$ cat src/rtl/ddr_port_ctrl.sv
// ddr_port_ctrl: bridges the host di_* terminal bus onto one Spartan-6 MCB user port (bursts, commands, FIFO data, error status).
// Define DDR_PORT_CTRL_PREFETCH_EN to let reads issue bursts back-to-back; default keeps one read burst in flight.
module ddr_port_ctrl #(
  parameter logic [15:0] TERM_ADDR   = 16'h0010,
  parameter int          BURST_WORDS = 32
) (
  input  logic        ifclk,
  input  logic        resetb,
  input  logic [15:0] di_term_addr,
  input  logic [31:0] di_reg_addr,
  input  logic [31:0] di_len,
  input  logic        di_write_mode,
  input  logic        di_read_mode,
  input  logic        di_write,
  input  logic        di_read,
  input  logic [31:0] di_reg_datai,
  output logic [31:0] di_reg_datao,
  output logic        di_write_rdy,
  output logic        di_read_rdy,
  output logic [15:0] di_transfer_status,
  output logic        p_clk,
  output logic        p_cmd_en,
  output logic [2:0]  p_cmd_instr,
  output logic [5:0]  p_cmd_bl,
  output logic [29:0] p_cmd_byte_addr,
  input  logic        p_cmd_full,
  output logic        p_wr_en,
  output logic [3:0]  p_wr_mask,
  output logic [31:0] p_wr_data,
  input  logic        p_wr_full,
  input  logic        p_wr_underrun,
  input  logic        p_wr_error,
  output logic        p_rd_en,
  input  logic [31:0] p_rd_data,
  input  logic        p_rd_empty,
  input  logic        p_rd_overflow,
  input  logic        p_rd_error,
  input  logic [6:0]  p_rd_count
);
  typedef enum logic [2:0] {IDLE, WR_FILL, WR_CMD, RD_CMD, RD_DRAIN} state_t;
  localparam logic [6:0] BW = 7'(BURST_WORDS);

  state_t      state, state_nx;
  logic [29:0] addr, addr_nx;
  logic [29:0] remaining, remaining_nx;
  logic [6:0]  fill, fill_nx;
  logic [6:0]  outstanding, outstanding_nx;
  logic [6:0]  burst_n;
  logic [4:0]  status, status_nx;
  logic        wr_mode_q, rd_mode_q;
  logic        sel, wr_mode, rd_mode, burst_fits;
  logic        cmd_go;
  logic [2:0]  cmd_instr;
  logic [5:0]  cmd_bl;
  logic        unused_ok;

  assign sel     = (di_term_addr == TERM_ADDR);
  assign wr_mode = sel && di_write_mode;
  assign rd_mode = sel && di_read_mode;
  assign burst_n = (remaining > 30'(BURST_WORDS)) ? BW : remaining[6:0];

`ifdef DDR_PORT_CTRL_PREFETCH_EN
  assign burst_fits = ((8'(outstanding) + 8'(burst_n)) <= 8'd64);
`else
  assign burst_fits = (outstanding == 7'd0);
`endif

  assign p_clk              = ifclk;
  assign p_wr_mask          = 4'b0000;
  assign p_wr_data          = di_reg_datai;
  assign di_transfer_status = {11'd0, status};
  assign unused_ok          = ^{di_reg_addr[31:30], di_reg_addr[1:0], p_rd_count};

  always_comb begin
    state_nx       = state;
    addr_nx        = addr;
    fill_nx        = fill;
    remaining_nx   = remaining;
    outstanding_nx = outstanding;
    status_nx      = status | {1'b0, p_rd_error, p_rd_overflow, p_wr_error, p_wr_underrun};
    cmd_go         = 1'b0;
    cmd_instr      = 3'b000;
    cmd_bl         = 6'd0;
    di_write_rdy   = 1'b1;
    di_read_rdy    = 1'b1;
    di_reg_datao   = 32'd0;
    p_wr_en        = 1'b0;
    p_rd_en        = 1'b0;
    case (state)
      IDLE: begin
        // Leftovers of an aborted read are flushed before a new transfer may start.
        if (outstanding != 7'd0) begin
          p_rd_en        = !p_rd_empty;
          outstanding_nx = outstanding - 7'(p_rd_en);
        end else if (wr_mode && !wr_mode_q) begin
          state_nx  = WR_FILL;
          addr_nx   = {di_reg_addr[29:2], 2'b00};
          fill_nx   = 7'd0;
          status_nx = 5'd0;
        end else if (rd_mode && !rd_mode_q) begin
          state_nx     = RD_CMD;
          addr_nx      = {di_reg_addr[29:2], 2'b00};
          remaining_nx = di_len[31:2];
          status_nx    = {|di_len[1:0], 4'd0};
        end
      end
      WR_FILL: begin
        if (sel) begin
          di_write_rdy = !p_wr_full && (fill < BW);
          p_wr_en      = di_write && di_write_rdy;
        end
        fill_nx = fill + 7'(p_wr_en);
        if (fill_nx == BW) state_nx = WR_CMD;
        else if (!wr_mode) state_nx = (fill_nx != 7'd0) ? WR_CMD : IDLE;
      end
      WR_CMD: begin
        if (sel) di_write_rdy = 1'b0;
        if (!p_cmd_full) begin
          cmd_go    = 1'b1;
          cmd_instr = 3'b000;
          cmd_bl    = 6'(fill - 7'd1);
          addr_nx   = addr + 30'({fill, 2'b00});
          fill_nx   = 7'd0;
          state_nx  = wr_mode ? WR_FILL : IDLE;
        end
      end
      RD_CMD, RD_DRAIN: begin
        // Never pop beyond what was commanded, so stale FIFO words cannot underflow the count.
        if (sel) begin
          di_read_rdy  = !p_rd_empty && (outstanding != 7'd0);
          di_reg_datao = p_rd_data;
          p_rd_en      = di_read && di_read_rdy;
        end
        outstanding_nx = outstanding - 7'(p_rd_en);
        if (state == RD_DRAIN) begin
          if (outstanding == 7'd0 || !rd_mode) state_nx = IDLE;
        end else if (!rd_mode || remaining == 30'd0) begin
          state_nx = RD_DRAIN;
        end else if (!p_cmd_full && burst_fits) begin
          cmd_go         = 1'b1;
          cmd_instr      = 3'b001;
          cmd_bl         = 6'(burst_n - 7'd1);
          addr_nx        = addr + 30'({burst_n, 2'b00});
          remaining_nx   = remaining - 30'(burst_n);
          outstanding_nx = outstanding - 7'(p_rd_en) + burst_n;
          if (remaining_nx == 30'd0) state_nx = RD_DRAIN;
        end
      end
      default: state_nx = IDLE;
    endcase
  end

  always_ff @(posedge ifclk or negedge resetb) begin
    if (!resetb) begin
      state           <= IDLE;
      addr            <= 30'd0;
      fill            <= 7'd0;
      remaining       <= 30'd0;
      outstanding     <= 7'd0;
      status          <= 5'd0;
      wr_mode_q       <= 1'b0;
      rd_mode_q       <= 1'b0;
      p_cmd_en        <= 1'b0;
      p_cmd_instr     <= 3'b000;
      p_cmd_bl        <= 6'd0;
      p_cmd_byte_addr <= 30'd0;
    end else begin
      state       <= state_nx;
      addr        <= addr_nx;
      fill        <= fill_nx;
      remaining   <= remaining_nx;
      outstanding <= outstanding_nx;
      status      <= status_nx;
      wr_mode_q   <= wr_mode;
      rd_mode_q   <= rd_mode;
      p_cmd_en    <= cmd_go;
      if (cmd_go) begin
        p_cmd_instr     <= cmd_instr;
        p_cmd_bl        <= cmd_bl;
        p_cmd_byte_addr <= addr;
      end
    end
  end
endmodule

$ cat config.mk
export PLATFORM = sky130hd
export DESIGN_NAME = ddr_port_ctrl
export DESIGN_NICKNAME = d
export VERILOG_FILES = /design/src/rtl/ddr_port_ctrl.sv
export SDC_FILE = /design/constraint.sdc
export NUM_CORES = 1
export LEC_CHECK = 0
export ABC_AREA = 1
export CAP_MARGIN = 20
export CORE_ASPECT_RATIO = 2
export CORE_MARGIN = 2
export CORE_UTILIZATION = 51
export CTS_CLUSTER_DIAMETER = 100
export DETAILED_ROUTE_END_ITERATION = 10
export PLACE_DENSITY = 0.88
export SYNTH_ARGS = -nofsm -noshare
export SYNTH_HDL_FRONTEND = slang
export SYNTH_SLANG_ARGS = --single-unit
$ cat constraint.sdc
create_clock -name ifclk -period 8.6 [get_ports ifclk]
set_clock_uncertainty 0.1 [all_clocks]
set_input_delay 1.72 -clock ifclk [delete_from_list [all_inputs] [get_ports ifclk]]
set_output_delay 1.72 -clock ifclk [all_outputs]
set_load 0.01 [all_outputs]
== Word level (Yosys, flattened, before mapping) ==
Index checks and enable logic that the tools add are counted.
Word-level totals
  register bits after elaboration: 124
  word-level logic and storage cells: 148
  output and inout bits: 129
  bits of input ports: 164
Cells by class
  muxes and demuxes: 71
  eq/ne operators: 20
  add/subtract/negate cells: 9
  $lt $le $gt $ge: 2
  reductions and logical operators: 33
  bitwise operators: 1
Operators with widths (count)
  30-bit 2-to-1 mux: 13
  30-bit one-hot mux with 3 select lines: 1
  32-bit 2-to-1 mux: 2
  30-bit by 9-bit adder with 30-bit output: 2
  30-bit zero test: 2
  30-bit one-hot mux with 2 select lines: 1
  7-bit 2-to-1 mux: 8
  3-bit 2-to-1 mux: 11
  30-bit by 6-bit > comparator with 1-bit output, second input constant: 1
  30-bit by 7-bit subtractor with 30-bit output: 1
  6-bit 2-to-1 mux: 4
  7-bit one-hot mux with 3 select lines: 1
  7-bit AND reduction: 3
  5-bit 2-to-1 mux: 4
  1-bit 2-to-1 mux: 19
  2-bit != test, second input constant: 9
  16-bit by 5-bit == test with 1-bit output, second input constant: 1
  7-bit one-hot mux with 2 select lines: 1
  7-bit nonzero test: 2
  7-bit by 1-bit subtractor with 7-bit output: 2
  3-bit one-hot mux with 4 select lines: 1
  6-bit one-hot mux with 2 select lines: 1
  6-bit by 1-bit subtractor with 6-bit output, second input constant: 2
  1-bit logical AND: 9
  other kinds (21): 35

== Longest topological paths before layout ==
Gate-level depths: netlist of run 1.
  word-level depth: 11
  gate-level depth with buffers: 28
  mapped depth without buffers: 27

==> run metrics, run 1 <==
Yosys reg bits 118; leak pwr 0.00526 uW; Slew HR 37.4%; MaxCap Viol Count 0; die area 0.0181 mm2; DRC violations left 0; final net count 1603; Final setup violation count 0; max-slew violations 0; Mapped Avg Cell Area 6.88 um2; switch share 46.9%; clk slew on worst S/H paths 0.06 ns; Mapped Cells 1257; power share of the clock group 21.0%; ANT nets after route 0; Yosys top cell area share 34.1%; I/O pin total 293; Routed WL per cell 17.4 um; vias per inst 5.56; Net Sw Power 1770 uW; vias in the first global route 9096; CORE AREA 0.0167 mm2; final hold violations 0; Worst setup EP type primary output; worst-path fanout max 2; Worst EP arrival 5.02 ns; most frequent cell after synthesis nand2_1; largest area contributor in the netlist dfrtp_1; setup bufs post-CTS 0; post-DP HPWL 20.8 mm; RSZ-0062 raised after global routing false; hold-fix buffer count after cts 0; setup TNS 0 ns; outcome finished, final reports clean; ys flop type dfrtp_1; total grt overflow 0; Post-synth ARST share 100%; sequential cell area fraction in the yosys report 34.1%; Cell Area, Synth 0.00865 mm2; Worst EP required 6.78 ns; maximum VDD drop 242 uV; share of cells above drive strength 1 6.10%; starting DRC count in detailed routing 589; post-CTS sizing 0; Pwr Density 340 mW/mm2; clock latency on the worst-skew pair 0.54 ns; num rows 67; first-pass GRT wire length 44.1 mm; chip width 96.1 um; power share of the sequential group 28.0%; Synth area leaders dfrtp_1, nand2_1, nor2_1; IO buf count 198; Least-Margin Pin Slew 0.938 ns; routability congestion estimate 0.981; 1st-pass router iterations 8; Post-synth EDFFs 0; Synth Warn # 0; critical path class clock port to primary output; DRT Wirelength 28.4 mm; antenna violations before repair 1; Die Ht 188 um; Startpoint Class clock port; Antenna diodes 0; total design power 3780 uW; Hold Crit Class register to register; Logic pwr share 51.0%; largest net degree at the start of global routing 70; GRT Total Usage 31.9%; via count 9085; commonest cells in the netlist nand2_1, nor2_1, inv_1, dfrtp_1, o21ai_0; P&R area growth vs syn 28.5%; synth unique cells 44; CTS tree yes; Cell Int Power 2010 uW; Initial Utilization 51.9%
-- flip-flops by register name, indices dropped and copies added (netlist names), 3 cells and up --
register and flops:
addr 28, fill 7, outstanding 7, p_cmd_bl 6, p_cmd_byte_addr 28, remaining 30, state 3, status 5
-- cell type report --
| cell class | instances | area, um2 |
|---|---|---|
| tap | 207 | 259 |
| inverter | 195 | 732 |
| clock inverter | 14 | 151 |
| timing repair buffer | 204 | 2020 |
| fill | 1388 | 5560 |
| multi-input combinational | 875 | 4490 |
| clock buffer | 21 | 510 |
| sequential | 118 | 2950 |
-- stage by stage --
| stage | util [%] | setup slack (ns) | cells | hold WS (ns) | instance area [um2] |
|---|---|---|---|---|---|
| floorplan | - | 2.36 | 1275 | 0.372 | 8720 |
| global placement | 62.8 | 2.03 | 1600 | 0.361 | 10500 |
| detailed placement | 62.8 | 2.03 | 1600 | 0.372 | 10500 |
| CTS | 66.7 | 1.76 | 1634 | 0.389 | 11100 |
| global route | 66.7 | 1.76 | 1634 | 0.414 | 11100 |
| finish | 66.7 | 1.76 | 1634 | 0.385 | 11100 |
-- final timing paths --
check | start | end | slack (ns) | cells past startpoint
setup reg to reg | remaining[14] | addr[22] | 3.62 | 26
min in group asynchronous | resetb | remaining[19] | 1.11 | 1
hold reg to reg | p_cmd_byte_addr[16] | p_cmd_byte_addr[16] | 0.38 | 2
max in group asynchronous | resetb | addr[25] | 5.93 | 2
hold / removal | p_cmd_byte_addr[16] | p_cmd_byte_addr[16] | 0.38 | 2
setup / recovery | ifclk | p_clk | 1.76 | 3
-- critical path: stages --
cell             delay [ns]
clkbuf_16              0.12
clkbuf_16              0.13
clkdlybuf4s50_1        0.46
-- cell families after synthesis --
family	Yosys count	synth area share, %
AND/OR/NAND/NOR	557	27.9
adder cells (fa/ha/maj)	24	3.64
XOR/XNOR	48	4.86
other	2	0.0868
flip-flops	118	34.1
AO/OA/AOI/OAI	226	14.6
buffers and inverters	282	14.8
-- power by group through the flow --
stage | combinational [uW] | sequential [uW] | clock, uW
2_1_floorplan | 1290 | 1020 | 9.58
3_3_place_gp | 1830 | 1040 | 11.8
3_5_place_dp | 1880 | 1050 | 11.8
4_1_cts | 1910 | 1050 | 802
5_1_grt | 2150 | 1080 | 828
6_report | 1930 | 1060 | 796
-- cells in the final DEF (no fill, tap or decap), drive strengths merged, types with 8 or more instances in the layout --
| master | instances |
|---|---|
| a21oi | 34 |
| buf | 8 |
| clkbuf | 20 |
| clkdlybuf4s50 | 197 |
| conb | 20 |
| dfrtp | 118 |
| ha | 22 |
| inv | 198 |
| nand2 | 228 |
| nand3 | 57 |
| nand4 | 29 |
| nor2 | 207 |
| nor3 | 21 |
| o211ai | 16 |
| o21ai | 124 |
| o22ai | 37 |
| xnor2 | 8 |
| xor2 | 40 |
-- routing by layer --
metal | routed length [um] | vias to the layer above | track usage (%) | part of all wire [%]
met1 | 9400 | 4216 | 31.2 | 33
met3 | 1630 | 156 | 6.52 | 5.7
met2 | 15000 | 406 | 56.2 | 53
met4 | 2360 | 2 | 24.5 | 8.3
met5 | 15 | - | 0 | 0.053
li1 | - | 4305 | - | -
No activity file was read; power rests on OpenSTA's default activity.
==> run 2, diff against run 1 <==
CORE_UTILIZATION = 47   (was 51)
PLACE_DENSITY = 0.82   (was 0.88)
clock period = 6.8 ns   (was 8.6 ns; I/O delays follow)
==> run metrics, run 2 (synthesis results as in run 1) <==
FF-to-FF Start state[0]; Top delay family on crit path buffers and inverters; Final setup violation count 0; worst setup path start ifclk; R2R depth 20; num rows 70; Die Ht 196 um; area of the multi-input gates 0.00449 mm2; antenna violations before repair 0; Antenna diodes 0; setup TNS 0 ns; fillcell total 1697; final net count 1602; Slew HR 38.7%; Routed WL per cell 17.2 um; flop-to-flop setup slack 1.70 ns; share of cells above drive strength 1 6.03%; Worst setup EP type primary output; maximum VDD drop 280 uV; Worst EP arrival 4.11 ns; DRT Wirelength 28.2 mm; final hold violations 0; CP max stage cell clkdlybuf4s50_1; post-CTS sizing 0; post-DP HPWL 21.4 mm; most flop-heavy register remaining; CP most frequent cell clkbuf_16; clk slew on worst S/H paths 0.05 ns; max-slew violations 0; DRC violations left 0; Hold Crit Class register to register; worst-path fanout max 2; Bufs and invs on worst path 3; I/O pin total 293; clock latency on the worst-skew pair 0.54 ns; largest net degree at the start of global routing 60; routability congestion estimate 0.973; 1st-pass router iterations 6; biggest regs remaining (30), addr (28), p_cmd_byte_addr (28); Least-Margin Pin Slew 0.918 ns; leak pwr 0.00529 uW; Worst EP required 5.34 ns; hold-fix buffer count after cts 0; die area 0.0196 mm2; CP Depth 3; Startpoint Class clock port; P&R area growth vs syn 29.1%; IO buf count 198; placed insts 1608; CTS tree yes; commonest non-fill, non-tap cell in the layout nand2_1; Largest register FFs 30; vias per inst 5.45; Finished Layout Cells 1642; setup bufs post-CTS 0; starting DRC count in detailed routing 512; first-pass GRT wire length 44.6 mm; outcome finished, final reports clean; critical-path cell list clkbuf_16 -> clkbuf_16 -> clkdlybuf4s50_1; RSZ-0062 raised after global routing false; r2r endpoint addr[29]; via count 8941; vias in the first global route 9022; MaxCap Viol Count 0; total grt overflow 0; crit path capture p_clk; critical path class clock port to primary output; Max stage delay on crit path 0.46 ns; GRT Total Usage 29.5%; ANT nets after route 0; commonest cells after routing, fill and taps aside nand2_1, clkdlybuf4s50_1, nor2_1; CORE AREA 0.0181 mm2; Initial Utilization 47.7%; Pwr Density 432 mW/mm2; Storage cell area 0.00295 mm2; chip width 99.9 um
run 2: cell count changes in the layout (fill, tap and decap cells not counted):
| cell | change |
|---|---|
| clkinv_4 | +1 |
| bufinv_16 | +2 |
| clkinv_2 | -1 |
| buf_4 | -1 |
| clkinvlp_4 | -2 |
run 2: final cells by class:
cell class                      instances  area share [%]
Timing Repair Buffer                  203            18.0
Tap cell                              216            2.42
Multi-Input combinational cell        875            40.2
Sequential cell                       118            26.4
Clock inverter                         14            1.79
Clock buffer                           21            4.57
Inverter                              195            6.55
run 2: how the worst min path moves through the flow:
stage | from | endpoint | slack [ns] | cells after the start
floorplan | remaining[29] | remaining[29] | 0.37 | 2
global placement | p_cmd_bl[0] | p_cmd_bl[0] | 0.36 | 2
detailed placement | p_cmd_bl[0] | p_cmd_bl[0] | 0.37 | 2
CTS | p_cmd_bl[0] | p_cmd_bl[0] | 0.38 | 2
global route | p_cmd_byte_addr[27] | p_cmd_byte_addr[27] | 0.42 | 2
finish | p_cmd_bl[0] | p_cmd_bl[0] | 0.37 | 2
run 2: per-stage QoR:
stage	worst slack [ns]	util (%)	hold slack, ns	power [uW]	instance area, um2
global route	1.22	61.6	0.419	5200	11200
finish	1.23	61.6	0.373	4830	11200
global placement	1.49	57.8	0.358	3670	10500
floorplan	1.82	-	0.372	2930	8720
detailed placement	1.49	57.8	0.366	3740	10500
CTS	1.22	61.6	0.379	4830	11200
run 2: per-layer routing:
layer / vias to the layer above / global-route usage, % / share of wire, %
met2: 342 / 53.9 / 54
li1: 4310 / - / -
met5: - / 0 / 0
met1: 4164 / 28.7 / 34
met3: 125 / 4.81 / 4.3
met4: 0 / 22.5 / 7.4
run 2: tightest hold or removal path, cell delays in order (launching register included):
cell,delay [ns]
dfrtp_1,0.34
nand2_1,0.05
nand2_1,0.05
run 2: report_power, final:
group,switching [uW],total [uW],internal (uW)
combinational,1530,2420,888
clock,378,1080,701
sequential,308,1330,1030
==> run 3, diff against run 2 <==
CORE_UTILIZATION = 42   (was 47)
PLACE_DENSITY = 0.78   (was 0.82)
clock period = 4.6 ns   (was 6.8 ns; I/O delays follow)
==> run metrics, run 3 (synthesis results as in run 1) <==
final hold violations 0; Antenna diodes 0; FMAX 228 MHz; leak pwr 0.00537 uW; Worst EP required 3.58 ns; post-DP HPWL 22.0 mm; share of cells above drive strength 1 7.61%; Pwr Density 628 mW/mm2; biggest regs remaining (30), addr (28), p_cmd_byte_addr (28); starting DRC count in detailed routing 512; maximum VDD drop 464 uV; DRT Wirelength 28.6 mm; Tcrit/Tclk final 95.3%; die area 0.0218 mm2; total grt overflow 0; Worst setup EP type primary output; DRC violations left 0; commonest cells after routing, fill and taps aside nand2_1, clkdlybuf4s50_1, nor2_1; outcome finished, final reports clean; I/O pin total 293; Startpoint Class input pin; largest net degree at the start of global routing 69; hold-fix buffer count after cts 0; Hold Crit Class register to register; FF-to-FF Start remaining[7]; critical path class input pin to primary output; clock latency on the worst-skew pair 0.55 ns; worst setup path start di_term_addr[4]; fin crit period 4.38 ns; Die Ht 207 um; 1st-pass router iterations 5; most flop-heavy register remaining; first-pass GRT wire length 44.2 mm; Slew HR 39.0%; hold_sp p_cmd_byte_addr[9]; vias per inst 5.20; Routed WL per cell 16.7 um; CTS tree yes; clk slew on worst S/H paths 0.05 ns; RSZ-0062 raised after global routing false; IO buf count 198; setup TNS 0 ns; antenna violations before repair 0; ANT nets after route 0; final net count 1621; CP max stage cell clkdlybuf4s50_1; vias in the first global route 8941; commonest non-fill, non-tap cell in the layout nand2_1; GRT Total Usage 26.3%; post-CTS sizing 0; total design power 7140 uW; Initial Utilization 42.7%; max-slew violations 0; via count 8903; critical-path cell list clkdlybuf4s50_1 -> nand4_1 -> nor2_1 -> nand2_1 -> nor2_1 -> inv_1 -> o22ai_1 -> clkdlybuf4s50_1; Final setup violation count 0; setup bufs post-CTS 0; flop-to-flop setup slack 0.45 ns; num rows 74; Largest register FFs 30; worst-path fanout max 31; Worst EP arrival 3.36 ns; Max stage delay on crit path 0.60 ns; chip width 105 um; routability congestion estimate 0.986; Least-Margin Pin Slew 0.914 ns; MaxCap Viol Count 0; CORE AREA 0.0203 mm2; P&R area growth vs syn 31.4%
-- run 3: routing by layer --
| layer | vias up | global-route usage (%) | wire length, um |
|---|---|---|---|
| li1 | 4342 | - | - |
| met4 | 0 | 20.2 | 2050 |
| met3 | 120 | 4.65 | 1230 |
| met2 | 319 | 49.1 | 15700 |
| met5 | - | 0 | 0 |
| met1 | 4122 | 25.3 | 9690 |
-- run 3: power breakdown --
group	switching [uW]	internal (uW)	total, uW
sequential	441	1520	1960
clock	517	987	1500
combinational	2300	1370	3670
-- run 3: path summary, 6_finish.rpt --
path                                            end  cells after the start
max in group asynchronous       p_cmd_byte_addr[18]                      2
worst min register to register   p_cmd_byte_addr[9]                      2
worst max-delay path                        p_rd_en                      8
worst max register to register             addr[23]                     23
worst min-delay path             p_cmd_byte_addr[9]                      2
min in group asynchronous             remaining[19]                      1
-- run 3: critical path, delay by kind of cell --
kind                   cells  cell delay [ns]
buffers and inverters      3             1.46
AND/OR/NAND/NOR            4             0.68
AO/OA/AOI/OAI              1             0.29
-- run 3: area by class of cell --
cell class / count / area (um2)
multi-input cells: 875 / 4510
clock inverters: 8 / 96.3
inverters: 195 / 732
flip-flops and latches: 118 / 2950
fillers: 1927 / 8910
repair buffers: 222 / 2160
well taps: 266 / 333
clock buffers: 27 / 583
-- run 3: through the flow --
| step | worst slack (ns) | instances | util, % | hold slack, ns | instance area, um2 |
|---|---|---|---|---|---|
| final | 0.218 | 1711 | 56.1 | 0.382 | 11400 |
| after global routing | 0.00494 | 1711 | 56.1 | 0.404 | 11400 |
| after CTS | 0.233 | 1711 | 56.0 | 0.384 | 11300 |
| after detailed placement | 0.114 | 1677 | 52.7 | 0.362 | 10700 |
| after global placement | 0.222 | 1677 | 52.7 | 0.365 | 10700 |
| after floorplan | 0.969 | 1275 | - | 0.372 | 8720 |
